## config.mk

```make
export PLATFORM = sky130hd
export DESIGN_NAME = psum_accum_3x3
export DESIGN_NICKNAME = d
export VERILOG_FILES = /design/src/rtl/psum_accum_3x3.sv
export SDC_FILE = /design/constraint.sdc
export NUM_CORES = 1
export LEC_CHECK = 0
export ABC_AREA = 1
export BUFFER_PORTS_ARGS = -buffer_cell sky130_fd_sc_hd__buf_4
export CAP_MARGIN = 25
export CORE_AREA = 2 2 238 169
export CTS_CLUSTER_DIAMETER = 80
export CTS_CLUSTER_SIZE = 25
export DETAILED_ROUTE_END_ITERATION = 12
export DIE_AREA = 0 0 240 171
export GPL_TIMING_DRIVEN = 0
export PLACE_DENSITY_LB_ADDON = 0.15
export SKIP_LAST_GASP = 1
export SYNTH_ARGS = -nofsm -noshare
export SYNTH_HDL_FRONTEND = slang
export SYNTH_SLANG_ARGS = --single-unit
```

## constraint.sdc

```tcl
create_clock -name clk -period 8.57 [get_ports clk]
set_input_delay 1.714 -clock clk [delete_from_list [all_inputs] [get_ports clk]]
set_output_delay 1.714 -clock clk [all_outputs]
set_load 0.02 [all_outputs]
```

## src/rtl/psum_accum_3x3.sv

```systemverilog
// -----------------------------------------------------------------------------
// psum_accum_3x3
//
// Output-side consumer of the 3x3 adder tree. Accumulates the 2-stage-pipelined
// psum_3x3 stream over the input channels of one output pixel, seeded with a
// bias. Each finished sum is requantized (round half up, arithmetic shift,
// saturate) to OUT_W bits and offered downstream on a valid/ready handshake.
// The block also drives the tree's pipe_en, so downstream backpressure freezes
// the whole systolic column.
//
// Build option:
//   PSUM_ACCUM_RELU_EN  when defined, the requantized value is clamped to a
//                       minimum of 0 before saturation (ReLU). Accumulation is
//                       unaffected.
//
// Ports:
//   clk         clock
//   rst_n       synchronous active-low reset
//   cfg_ic_num  psums per output pixel (0 behaves as 1)
//   cfg_bias    signed accumulator seed
//   cfg_shift   arithmetic right shift used by requantization (0..31)
//   in_valid    product valid entering the tree this cycle (qualified by pipe_en)
//   pipe_en     tree pipeline enable / upstream ready
//   psum_3x3    signed psum from the tree's second pipeline register
//   out_valid   result valid
//   out_ready   downstream ready
//   out_data    signed requantized result
//   busy        group in progress or data in flight
//
// cfg_* are not latched; they must stay stable while busy is high.
// -----------------------------------------------------------------------------
module psum_accum_3x3 #(
  parameter int PSUM_W = 32,
  parameter int ACC_W  = 32,
  parameter int CNT_W  = 10,
  parameter int OUT_W  = 8
) (
  input  logic                     clk,
  input  logic                     rst_n,
  input  logic        [CNT_W-1:0]  cfg_ic_num,
  input  logic signed [ACC_W-1:0]  cfg_bias,
  input  logic        [4:0]        cfg_shift,
  input  logic                     in_valid,
  output logic                     pipe_en,
  input  logic signed [PSUM_W-1:0] psum_3x3,
  output logic                     out_valid,
  input  logic                     out_ready,
  output logic signed [OUT_W-1:0]  out_data,
  output logic                     busy
);

  // Requantization runs one bit wider than the accumulator so the rounding
  // constant can never overflow the sum.
  localparam int RW = ACC_W + 1;

  localparam logic signed [RW-1:0] Q_MAX = (RW'(1) <<< (OUT_W - 1)) - RW'(1);
  localparam logic signed [RW-1:0] Q_MIN = -Q_MAX - RW'(1);

  // ---------------------------------------------------------------------------
  // State
  // ---------------------------------------------------------------------------
  logic                    v1;   // valid alongside the tree's first register
  logic                    v2;   // valid alongside psum_3x3
  logic        [CNT_W-1:0] cnt;  // psums already folded into acc this group
  logic signed [ACC_W-1:0] acc;

  // ---------------------------------------------------------------------------
  // Handshake and consume qualification
  // ---------------------------------------------------------------------------
  logic stall;
  logic consume;
  logic group_end;
  logic [CNT_W-1:0] ic_last;

  // A stalled result freezes the tree; the psum sitting in its last register
  // is consumed only on the edge where it actually advances, so it is never
  // counted twice.
  assign stall   = out_valid & ~out_ready;
  assign pipe_en = ~stall;
  assign consume = v2 & pipe_en;

  // cfg_ic_num == 0 behaves as a single-channel group.
  assign ic_last   = (cfg_ic_num == '0) ? '0 : cfg_ic_num - CNT_W'(1);
  assign group_end = consume & (cnt == ic_last);

  assign busy = v1 | v2 | (cnt != '0) | out_valid;

  // ---------------------------------------------------------------------------
  // Accumulate: the first psum of a group is added to the bias instead of acc.
  // Sum wraps modulo 2^ACC_W.
  // ---------------------------------------------------------------------------
  logic signed [ACC_W-1:0] psum_ext;
  logic signed [ACC_W-1:0] acc_base;
  logic signed [ACC_W-1:0] acc_next;

  assign psum_ext = ACC_W'(psum_3x3);          // sign-extend or truncate
  assign acc_base = (cnt == '0) ? cfg_bias : acc;
  assign acc_next = acc_base + psum_ext;

  // ---------------------------------------------------------------------------
  // Requantize acc_next: round half up, arithmetic shift, optional ReLU,
  // saturate to the signed OUT_W range.
  // ---------------------------------------------------------------------------
  logic signed [RW-1:0]    rnd_add;
  logic signed [RW-1:0]    r_val;
  logic signed [RW-1:0]    q_val;
  logic signed [OUT_W-1:0] out_next;

  // NOTE: every signal written in always_comb gets a default first, so no
  // path through the block can leave it unassigned and infer a latch.
  always_comb begin
    rnd_add = '0;
    if (cfg_shift != 5'd0) begin
      rnd_add = RW'(1) <<< (cfg_shift - 5'd1);
    end

    r_val = RW'(acc_next) + rnd_add;
    q_val = r_val >>> cfg_shift;

`ifdef PSUM_ACCUM_RELU_EN
    if (q_val < 0) begin
      q_val = '0;
    end
`endif

    out_next = q_val[OUT_W-1:0];
    if (q_val > Q_MAX) begin
      out_next = OUT_W'(Q_MAX);
    end else if (q_val < Q_MIN) begin
      out_next = OUT_W'(Q_MIN);
    end
  end

  // ---------------------------------------------------------------------------
  // Sequential state
  // ---------------------------------------------------------------------------
  // NOTE: state registers use non-blocking assignments so every register in
  // this block samples the pre-edge values, matching the hardware.
  always_ff @(posedge clk) begin
    if (!rst_n) begin
      // Partial sums and any unaccepted result are dropped on reset.
      v1        <= 1'b0;
      v2        <= 1'b0;
      cnt       <= '0;
      acc       <= '0;
      out_valid <= 1'b0;
      out_data  <= '0;
    end else begin
      // Valid shadow of the tree pipeline; holds while the tree is frozen.
      if (pipe_en) begin
        v1 <= in_valid;
        v2 <= v1;
      end

      if (consume) begin
        acc <= acc_next;
        if (group_end) begin
          cnt <= '0;
        end else begin
          cnt <= cnt + CNT_W'(1);
        end
      end

      // A load can coincide with a handshake (stall is 0 then); the new
      // result simply replaces the accepted one and out_valid stays high.
      if (group_end) begin
        out_valid <= 1'b1;
        out_data  <= out_next;
      end else if (out_valid && out_ready) begin
        out_valid <= 1'b0;
      end
    end
  end

endmodule

```

==> flow_metrics.env, run 1 <==
export IMPL_highest_layer="met4"
export IMPL_synth_cells=1764
export IMPL_synth_xor_area_frac=0.0510
export IMPL_crit_type="flop to flop"
export IMPL_routed_wl_um=39100
export IMPL_grtUsageTotal=0.193
export IMPL_cpMostUsedCell="nand2_1"
export IMPL_drc=0
export IMPL_synth_top_cell_area_share=0.188
export IMPL_avgSynthCellArea_um2=5.43
export IMPL_met3_length_um=2490
export IMPL_outcome="completed"
export IMPL_final_antenna_net_count=0
export IMPL_setup_violations=0
export IMPL_drt_met1_wl_um=21300
export IMPL_n_antenna_cell=0
export IMPL_dieArea_um2=41000
export IMPL_fin_setup_tns_ps=0
export IMPL_synth_warnings=0
export IMPL_clk_insertion_delay_late_ps=330
export IMPL_synth_top_family_by_area="simple AND/OR/NAND/NOR gates"
export IMPL_clock_sinks=53
export IMPL_critPathMaxFanout=10
export IMPL_vias_per_cell=4.74
export IMPL_max_freq_mhz=130
export IMPL_syn_nets=1916
export IMPL_gp_congestion=0.915
export IMPL_cts_setup_buffers=0
export IMPL_synth_area_mux_share=0.00418
export IMPL_ys_ff_latch=53
export IMPL_cts_root_buffer="clkbuf_16"
export IMPL_wl_met2_um=14700
export IMPL_synth_simple_gate_area_frac=0.471
export IMPL_tightest_slew_ps=886
export IMPL_finalCriticalPeriod_ps=7720
export IMPL_yosys_top_cells_count="nand2_1 (481), inv_1 (251), nand3_1 (220)"
export IMPL_synth_edf_count=0
export IMPL_hpwl_um=34000
export IMPL_grt_antenna_before_repair=0
export IMPL_gr_total_overflow=0
export IMPL_num_io_pins=94
export IMPL_ys_seq_area_frac=0.111
export IMPL_io_buffers=91
export IMPL_ys_flop_type="dfxtp_1"
export IMPL_placementRows=61
export IMPL_synth_compound_area_frac=0.140
export IMPL_arrival_ps=7990
export IMPL_syn_area_um2=9580
export IMPL_ir_worst_vdd_mv=0.0788
export IMPL_dpl_cell_area_um2=10900
export IMPL_crit_path_max_incr_delay_ps=490
export IMPL_avgRoutedWirePerCell_um=16.3
export IMPL_end_kind="flop"
export IMPL_worstHoldPathType="flop to flop"
export IMPL_cts_resized=0
export IMPL_die_y_um=171
export IMPL_rsz0062_at_grt="no"
export IMPL_hold_slack_ps=494
export IMPL_hold_violations=0
export IMPL_startpoint_type="flop"
export IMPL_clk_pin_slew_worst_paths_ps=90
export IMPL_tritoncts_num_buffers=5
export IMPL_grt_pass1_wl_um=60900
export IMPL_synth_most_common_cell="nand2_1"
export IMPL_grt_max_degree=20
export IMPL_skew_ps=18.9
export IMPL_yosysTopAreaCell="nand2_1"
export IMPL_drt_iter0_drc=1000
export IMPL_cap_violations=0
export IMPL_chipWidth_um=240
export IMPL_synth_distinct_cells=55
export IMPL_relSlewSlack=0.407
export IMPL_cp_slowest_cell="nor2_2"
export IMPL_power_density_nw_per_um2=142
export IMPL_initial_core_util=0.245
export IMPL_first_global_vias=10763
export IMPL_final_area_um2=11100
export IMPL_clockBufferDepth=2
export IMPL_postCtsHoldBufs=0
export IMPL_nets=2014
export IMPL_h_tree_depth=2
export IMPL_dr_pass1_iters=6
export IMPL_tritoncts="built"
export IMPL_design_core_area_um2=39100
export IMPL_finalMaxSlewViolations=0
export IMPL_synthArstFlopShare=0
export IMPL_synth_fa_ha_area_frac=0.0916
export IMPL_cp_required_ps=8840
export IMPL_period_share=0.901
export IMPL_total_leakage_power_nw=5.92
export IMPL_dr_total_vias=11377
export IMPL_layout_drive_gt1_share=0.111
export IMPL_areaGrowthSynthToFinish_pct=15.8
export IMPL_synthTopCellsByArea="nand2_1 (19%), nand3_1 (11%), dfxtp_1 (11%)"
[worst max-delay path: cells and delay by family (launching register included)]
| family | cells | cell delay (ps) |
|---|---|---|
| XOR/XNOR | 1 | 190 |
| adder cells (fa/ha/maj) | 3 | 940 |
| AO/OA/AOI/OAI | 11 | 1970 |
| flip-flops | 1 | 370 |
| AND/OR/NAND/NOR | 26 | 3490 |
| buffers and inverters | 5 | 690 |
[area by class of cell]
type	instances	area, um2
clock buffer	5	125
clock inverter	3	28.8
fill	4558	28000
inverter	269	1010
multi-input combinational	1386	7270
sequential	53	1060
tap	535	669
buffer	56	241
timing repair buffer	91	683
[path summary, 6_finish.rpt]
check                            from                  endpoint  slack [ps]  cells after the start
min          out_data[7]$_SDFFE_PN0P_  out_data[7]$_SDFFE_PN0P_         490                      2
max reg2reg       cnt[0]$_SDFFE_PN0P_  out_data[2]$_SDFFE_PN0P_         850                     46
min reg2reg  out_data[7]$_SDFFE_PN0P_  out_data[7]$_SDFFE_PN0P_         490                      2
max               cnt[0]$_SDFFE_PN0P_  out_data[2]$_SDFFE_PN0P_         850                     46
[report_power, final]
| part | internal (mW) | total, mW | leakage, nW | switching (mW) |
|---|---|---|---|---|
| Combinational | 0.351 | 1.08 | 5.41 | 0.734 |
| Sequential | 0.256 | 0.259 | 0.432 | 0.00308 |
| Clock | 0.113 | 0.231 | 0.0763 | 0.118 |
[per-stage QoR]
step / instances / power, mW / util / setup WS [ps]
after floorplan: 1764 / 1.03 / - / 2090
after global placement: 2390 / 1.34 / 0.280 / 532
after detailed placement: 2390 / 1.33 / 0.280 / 579
after CTS: 2398 / 1.58 / 0.284 / 503
after global routing: 2398 / 1.73 / 0.284 / 2.28
final: 2398 / 1.57 / 0.284 / 849
[routing by layer]
layer  vias up  global-route usage
li1       5882                   -
met1      5148               0.304
met2       318               0.269
met3        29              0.0297
met4         0              0.0351
met5         -                   0
[logic make-up after synthesis]
group | after synthesis
other | 1
and+or+nand+nor | 1008
muxes | 4
AOI/OAI and AO/OA | 249
xor gates and xnor gates | 55
DFF | 53
adders and majority gates | 69
buffers and inverters | 325
[cells in the final DEF, fill, tap and decap left out, drive strengths merged, types with 4 or more instances in the layout]
cell,n
a21oi,129
and2,4
buf,116
clkbuf,36
clkinv,5
dfxtp,53
ha,67
inv,267
mux2i,4
nand2,506
nand3,242
nand4,21
nor2,200
nor3,21
nor4,6
o211ai,9
o21ai,85
o21bai,11
or2,5
xnor2,17
xor2,38
[registers in the layout, indices dropped and copies added (netlist names)]
name       flops
acc           32
out_data       8
v1             1
out_valid      1
cnt           10
v2             1
Note: power is estimated with default switching activity, not from simulation.
==> run 2: changes to the inputs <==
CTS_BUF_LIST = sky130_fd_sc_hd__clkbuf_2   (was default)
==> run 2 against run 1 <==
Power shrank 6.1%. Routed wire length hardly changed. Sequential cell count unchanged. Largest power group unchanged. Clock power decreased by 42%. Critical path depth stayed put.
==> flow_metrics.env, run 2 (synthesized netlist as in run 1, its figures left out) <==
export IMPL_outcome="completed"
export IMPL_end_kind="flop"
export IMPL_worstHoldPathType="flop to flop"
export IMPL_gp_congestion=0.915
export IMPL_grt_pass1_wl_um=60900
export IMPL_hpwl_um=34000
export IMPL_cts_root_buffer="clkbuf_2"
export IMPL_initial_core_util=0.245
export IMPL_dr_pass1_iters=6
export IMPL_dr_total_vias=11363
export IMPL_fillers=4570
export IMPL_avgRoutedWirePerCell_um=16.3
export IMPL_crit_type="flop to flop"
export IMPL_relSlewSlack=0.409
export IMPL_combPwrFrac=0.733
export IMPL_largest_reg_flops=32
export IMPL_multi_input_area_um2=7280
export IMPL_top_regs="acc (32), cnt (10), out_data (8)"
export IMPL_grt_antenna_before_repair=1
export IMPL_switching_power_mw=0.845
export IMPL_tritoncts="built"
export IMPL_rsz0062_at_grt="no"
export IMPL_cpMostUsedCell="nand2_1"
export IMPL_cp_slowest_cell="nor2_2"
export IMPL_startpoint_type="flop"
export IMPL_areaGrowthSynthToFinish_pct=14.8
export IMPL_p_sw_frac=0.572
export IMPL_pre_cts_slack_ps=579
export IMPL_clk_insertion_delay_late_ps=630
export IMPL_vias_per_cell=4.74
export IMPL_cts_setup_buffers=0
export IMPL_nets=2014
export IMPL_layout_drive_gt1_share=0.111
export IMPL_h_tree_depth=2
export IMPL_final_cell_mix="nand2_1 (481), inv_1 (251), nand3_1 (220)"
export IMPL_p_seq_frac=0.176
export IMPL_ir_worst_vdd_mv=0.0633
export IMPL_tightest_slew_ps=883
export IMPL_gr_total_overflow=0
export IMPL_drt_iter0_drc=907
export IMPL_chipWidth_um=240
export IMPL_tritoncts_num_buffers=5
export IMPL_utilization=0.282
export IMPL_finalMaxSlewViolations=0
export IMPL_io_buffers=91
export IMPL_drc=0
export IMPL_finalCriticalPeriod_ps=7720
export IMPL_p_clk_frac=0.090
export IMPL_top_register="acc"
export IMPL_critPathMaxFanout=10
export IMPL_grtUsageTotal=0.193
export IMPL_final_common_cell="nand2_1"
export IMPL_grt_max_degree=20
export IMPL_clockBufferDepth=2
export IMPL_clk_pin_slew_worst_paths_ps=400
export IMPL_cap_violations=0
export IMPL_skew_ps=97.5
export IMPL_power_density_nw_per_um2=134
export IMPL_internal_power_mw=0.633
export IMPL_routed_wl_um=39000
export IMPL_hold_violations=0
export IMPL_regArea_um2=1060
export IMPL_final_antenna_net_count=0
export IMPL_setup_violations=0
export IMPL_num_io_pins=94
export IMPL_cp_required_ps=9130
export IMPL_arrival_ps=8280
export IMPL_period_share=0.901
export IMPL_design_core_area_um2=39100
export IMPL_die_y_um=171
export IMPL_setup_slack_ps=850
export IMPL_first_global_vias=10760
export IMPL_clock_sinks=53
export IMPL_total_leakage_power_nw=5.88
export IMPL_crit_family="simple AND/OR/NAND/NOR gates"
export IMPL_path_buf_inv=5
export IMPL_max_freq_mhz=130
export IMPL_fin_setup_tns_ps=0
export IMPL_crit_path_max_incr_delay_ps=480
export IMPL_placementRows=61
export IMPL_dieArea_um2=41000
-- run 2: changes by cell type in the layout (fill, tap and decap cells not counted), sizes merged --
cell and change:
diode +1
-- run 2: what timing repair did --
item                                    4_1_cts  5_1_grt
resized for setup                             0        6
endpoints found under the setup margin        0        8
hold endpoints to repair                      0        0
hold buffers                                  0        0
-- run 2: worst min-delay path: cells and delay by family, from the launching register on --
kind	cells	cell delay, ps
flip-flops	1	400
AND/OR/NAND/NOR	1	80
AO/OA/AOI/OAI	1	50
-- run 2: final cells by class --
cell class	instances	area share
Clock inverter	3	0.00262
Inverter	269	0.0920
Sequential cell	53	0.0964
Antenna cell	1	0.000227
Buffer	56	0.0219
Tap cell	535	0.0608
Clock buffer	5	0.00227
Timing Repair Buffer	91	0.0621
Multi-Input combinational cell	1386	0.662
-- run 2: power by group through the flow --
stage                     Combinational [mW]  Sequential, mW  Clock (mW)
after detailed placement                1.07           0.265           0
after floorplan                        0.770           0.264           0
after global placement                  1.07           0.265           0
after global routing                    1.22           0.262       0.152
after CTS                               1.08           0.261       0.144
final                                   1.08           0.261       0.133
-- run 2: final timing paths --
kind,start,depth (start not counted),end,slack [ps]
min reg2reg,out_data[7]$_SDFFE_PN0P_,2,out_data[7]$_SDFFE_PN0P_,510
min,out_data[7]$_SDFFE_PN0P_,2,out_data[7]$_SDFFE_PN0P_,510
max,cnt[0]$_SDFFE_PN0P_,46,out_data[2]$_SDFFE_PN0P_,850
max reg2reg,cnt[0]$_SDFFE_PN0P_,46,out_data[2]$_SDFFE_PN0P_,850
-- run 2: per-stage QoR --
stage / cell area (um2) / instances / hold WS [ps] / total power, mW
floorplan: 9580 / 1764 / 456 / 1.03
global placement: 10900 / 2390 / 470 / 1.34
detailed placement: 10900 / 2390 / 480 / 1.33
CTS: 11000 / 2398 / 510 / 1.48
global route: 11000 / 2399 / 531 / 1.63
finish: 11000 / 2399 / 509 / 1.48
-- run 2: layer usage --
| layer | wire length [um] | vias to the layer above | track usage |
|---|---|---|---|
| met4 | 566 | 0 | 0.0354 |
| met1 | 21400 | 5155 | 0.304 |
| met5 | 0 | - | 0 |
| li1 | - | 5883 | - |
| met3 | 2380 | 26 | 0.0297 |
| met2 | 14700 | 299 | 0.269 |
==> run 3: changes to the inputs <==
PLACE_DENSITY = 0.41   (was default)
PLACE_DENSITY_LB_ADDON = default   (was 0.15)
==> run 3 against run 2 <==
Sequential cell count unchanged. Sequential power about the same. Highest routed layer unchanged. Register-to-register slack got worse by 90 ps. Critical path depth unchanged. Cell count about the same. Global-route usage increased by 0.42 points. Clock power about the same. Die area unchanged. Via count decreased by 0.50%. First-iteration DRC count increased by 3.0%. Clock-buffer cell count unchanged. Core utilization about the same.
==> flow_metrics.env, run 3 (synthesized netlist as in run 1, its figures left out) <==
export IMPL_outcome="completed"
export IMPL_avgRoutedWirePerCell_um=16.7
export IMPL_crit_path_max_incr_delay_ps=490
export IMPL_first_global_vias=10653
export IMPL_gr_total_overflow=0
export IMPL_arrival_ps=8340
export IMPL_dr_total_vias=11306
export IMPL_grt_max_degree=20
export IMPL_h_tree_depth=2
export IMPL_dr_pass1_iters=6
export IMPL_cp_required_ps=9100
export IMPL_crit_type="flop to flop"
export IMPL_end_kind="flop"
export IMPL_clock_sinks=53
export IMPL_cts_setup_buffers=0
export IMPL_cpMostUsedCell="nand2_1"
export IMPL_clk_insertion_delay_late_ps=590
export IMPL_top_regs="acc (32), cnt (10), out_data (8)"
export IMPL_period_share=0.911
export IMPL_power_density_nw_per_um2=135
export IMPL_routed_wl_um=39900
export IMPL_vias_per_cell=4.71
export IMPL_met3_length_um=2600
export IMPL_final_antenna_net_count=0
export IMPL_finalMaxSlewViolations=0
export IMPL_hold_slack_ps=496
export IMPL_cap_violations=0
export IMPL_drc=0
export IMPL_drt_iter0_drc=934
export IMPL_skew_ps=71.2
export IMPL_dieArea_um2=41000
export IMPL_max_freq_mhz=128
export IMPL_startpoint_type="flop"
export IMPL_ir_worst_vdd_mv=0.0566
export IMPL_hold_violations=0
export IMPL_initial_core_util=0.245
export IMPL_wl_met2_um=15100
export IMPL_design_core_area_um2=39100
export IMPL_die_y_um=171
export IMPL_finalCriticalPeriod_ps=7810
export IMPL_gp_congestion=0.934
export IMPL_tritoncts="built"
export IMPL_grt_antenna_before_repair=1
export IMPL_layout_drive_gt1_share=0.111
export IMPL_tightest_slew_ps=847
export IMPL_total_leakage_power_nw=5.88
export IMPL_areaGrowthSynthToFinish_pct=14.7
export IMPL_final_common_cell="nand2_1"
export IMPL_cts_root_buffer="clkbuf_2"
export IMPL_io_buffers=91
export IMPL_clk_pin_slew_worst_paths_ps=370
export IMPL_num_io_pins=94
export IMPL_rsz0062_at_grt="no"
export IMPL_hpwl_um=34800
export IMPL_fin_setup_tns_ps=0
export IMPL_utilization=0.281
export IMPL_critPathMaxFanout=10
export IMPL_nets=2014
export IMPL_cp_slowest_cell="nor2_2"
export IMPL_n_antenna_cell=0
export IMPL_grtUsageTotal=0.197
export IMPL_final_cell_mix="nand2_1 (481), inv_1 (251), nand3_1 (220)"
export IMPL_highest_layer="met4"
export IMPL_worstHoldPathType="flop to flop"
export IMPL_largest_reg_flops=32
export IMPL_clockBufferDepth=2
export IMPL_grt_pass1_wl_um=61900
export IMPL_tritoncts_num_buffers=5
export IMPL_drt_met1_wl_um=22000
export IMPL_chipWidth_um=240
export IMPL_top_register="acc"
export IMPL_setup_violations=0
export IMPL_relSlewSlack=0.435
export IMPL_placementRows=61
-- run 3: changes by cell type in the layout (fill, tap and decap cells not counted) --
cell	delta
o21bai_1	+1
o21bai_2	-1
diode_2	-1
-- run 3: through the flow --
stage,power (mW),area [um2],setup WS [ps],cells
after global placement,1.35,10900,435,2390
after CTS,1.49,11000,416,2398
after detailed placement,1.34,10900,491,2390
final,1.49,11000,762,2398
after floorplan,1.03,9580,2090,1764
after global routing,1.64,11000,18.6,2398
-- run 3: final timing paths --
check	slack, ps	startpoint	endpoint	cells past startpoint
max reg2reg	760	cnt[0]$_SDFFE_PN0P_	out_data[3]$_SDFFE_PN0P_	46
min	500	out_data[7]$_SDFFE_PN0P_	out_data[7]$_SDFFE_PN0P_	2
max	760	cnt[0]$_SDFFE_PN0P_	out_data[3]$_SDFFE_PN0P_	46
min reg2reg	500	out_data[7]$_SDFFE_PN0P_	out_data[7]$_SDFFE_PN0P_	2
-- run 3: area by class of cell --
class                           instances  area [um2]
Multi-Input combinational cell       1386        7270
Sequential cell                        53        1060
Buffer                                 56         241
Clock buffer                            5        25.0
Timing Repair Buffer                   91         683
Clock inverter                          3        28.8
Tap cell                              535         669
Fill cell                            4565       28100
Inverter                              269        1010
-- run 3: timing repair --
| action | 4_1_cts | 5_1_grt |
|---|---|---|
| hold endpoints to repair | 0 | 0 |
| resized for setup | 0 | 5 |
| setup endpoints to repair | 0 | 8 |
| hold buffers | 0 | 0 |
-- run 3: power breakdown --
group          switching [mW]  total, mW  internal, mW
clock                   0.107      0.132        0.0244
sequential            0.00318      0.261         0.258
combinational           0.742       1.09         0.351
-- run 3: critical path, delay by kind of cell (launching register included) --
kind,cells,cell delay (ps)
AO/OA/AOI/OAI,12,2080
XOR/XNOR,1,200
adder cells (fa/ha/maj),3,970
AND/OR/NAND/NOR,25,3310
flip-flops,1,450
buffers and inverters,5,700
-- run 3: metal layers --
metal / global-route usage / vias up
li1: - / 5890
met1: 0.316 / 5111
met2: 0.274 / 294
met3: 0.0316 / 11
met4: 0.0216 / 0
met5: 0 / -
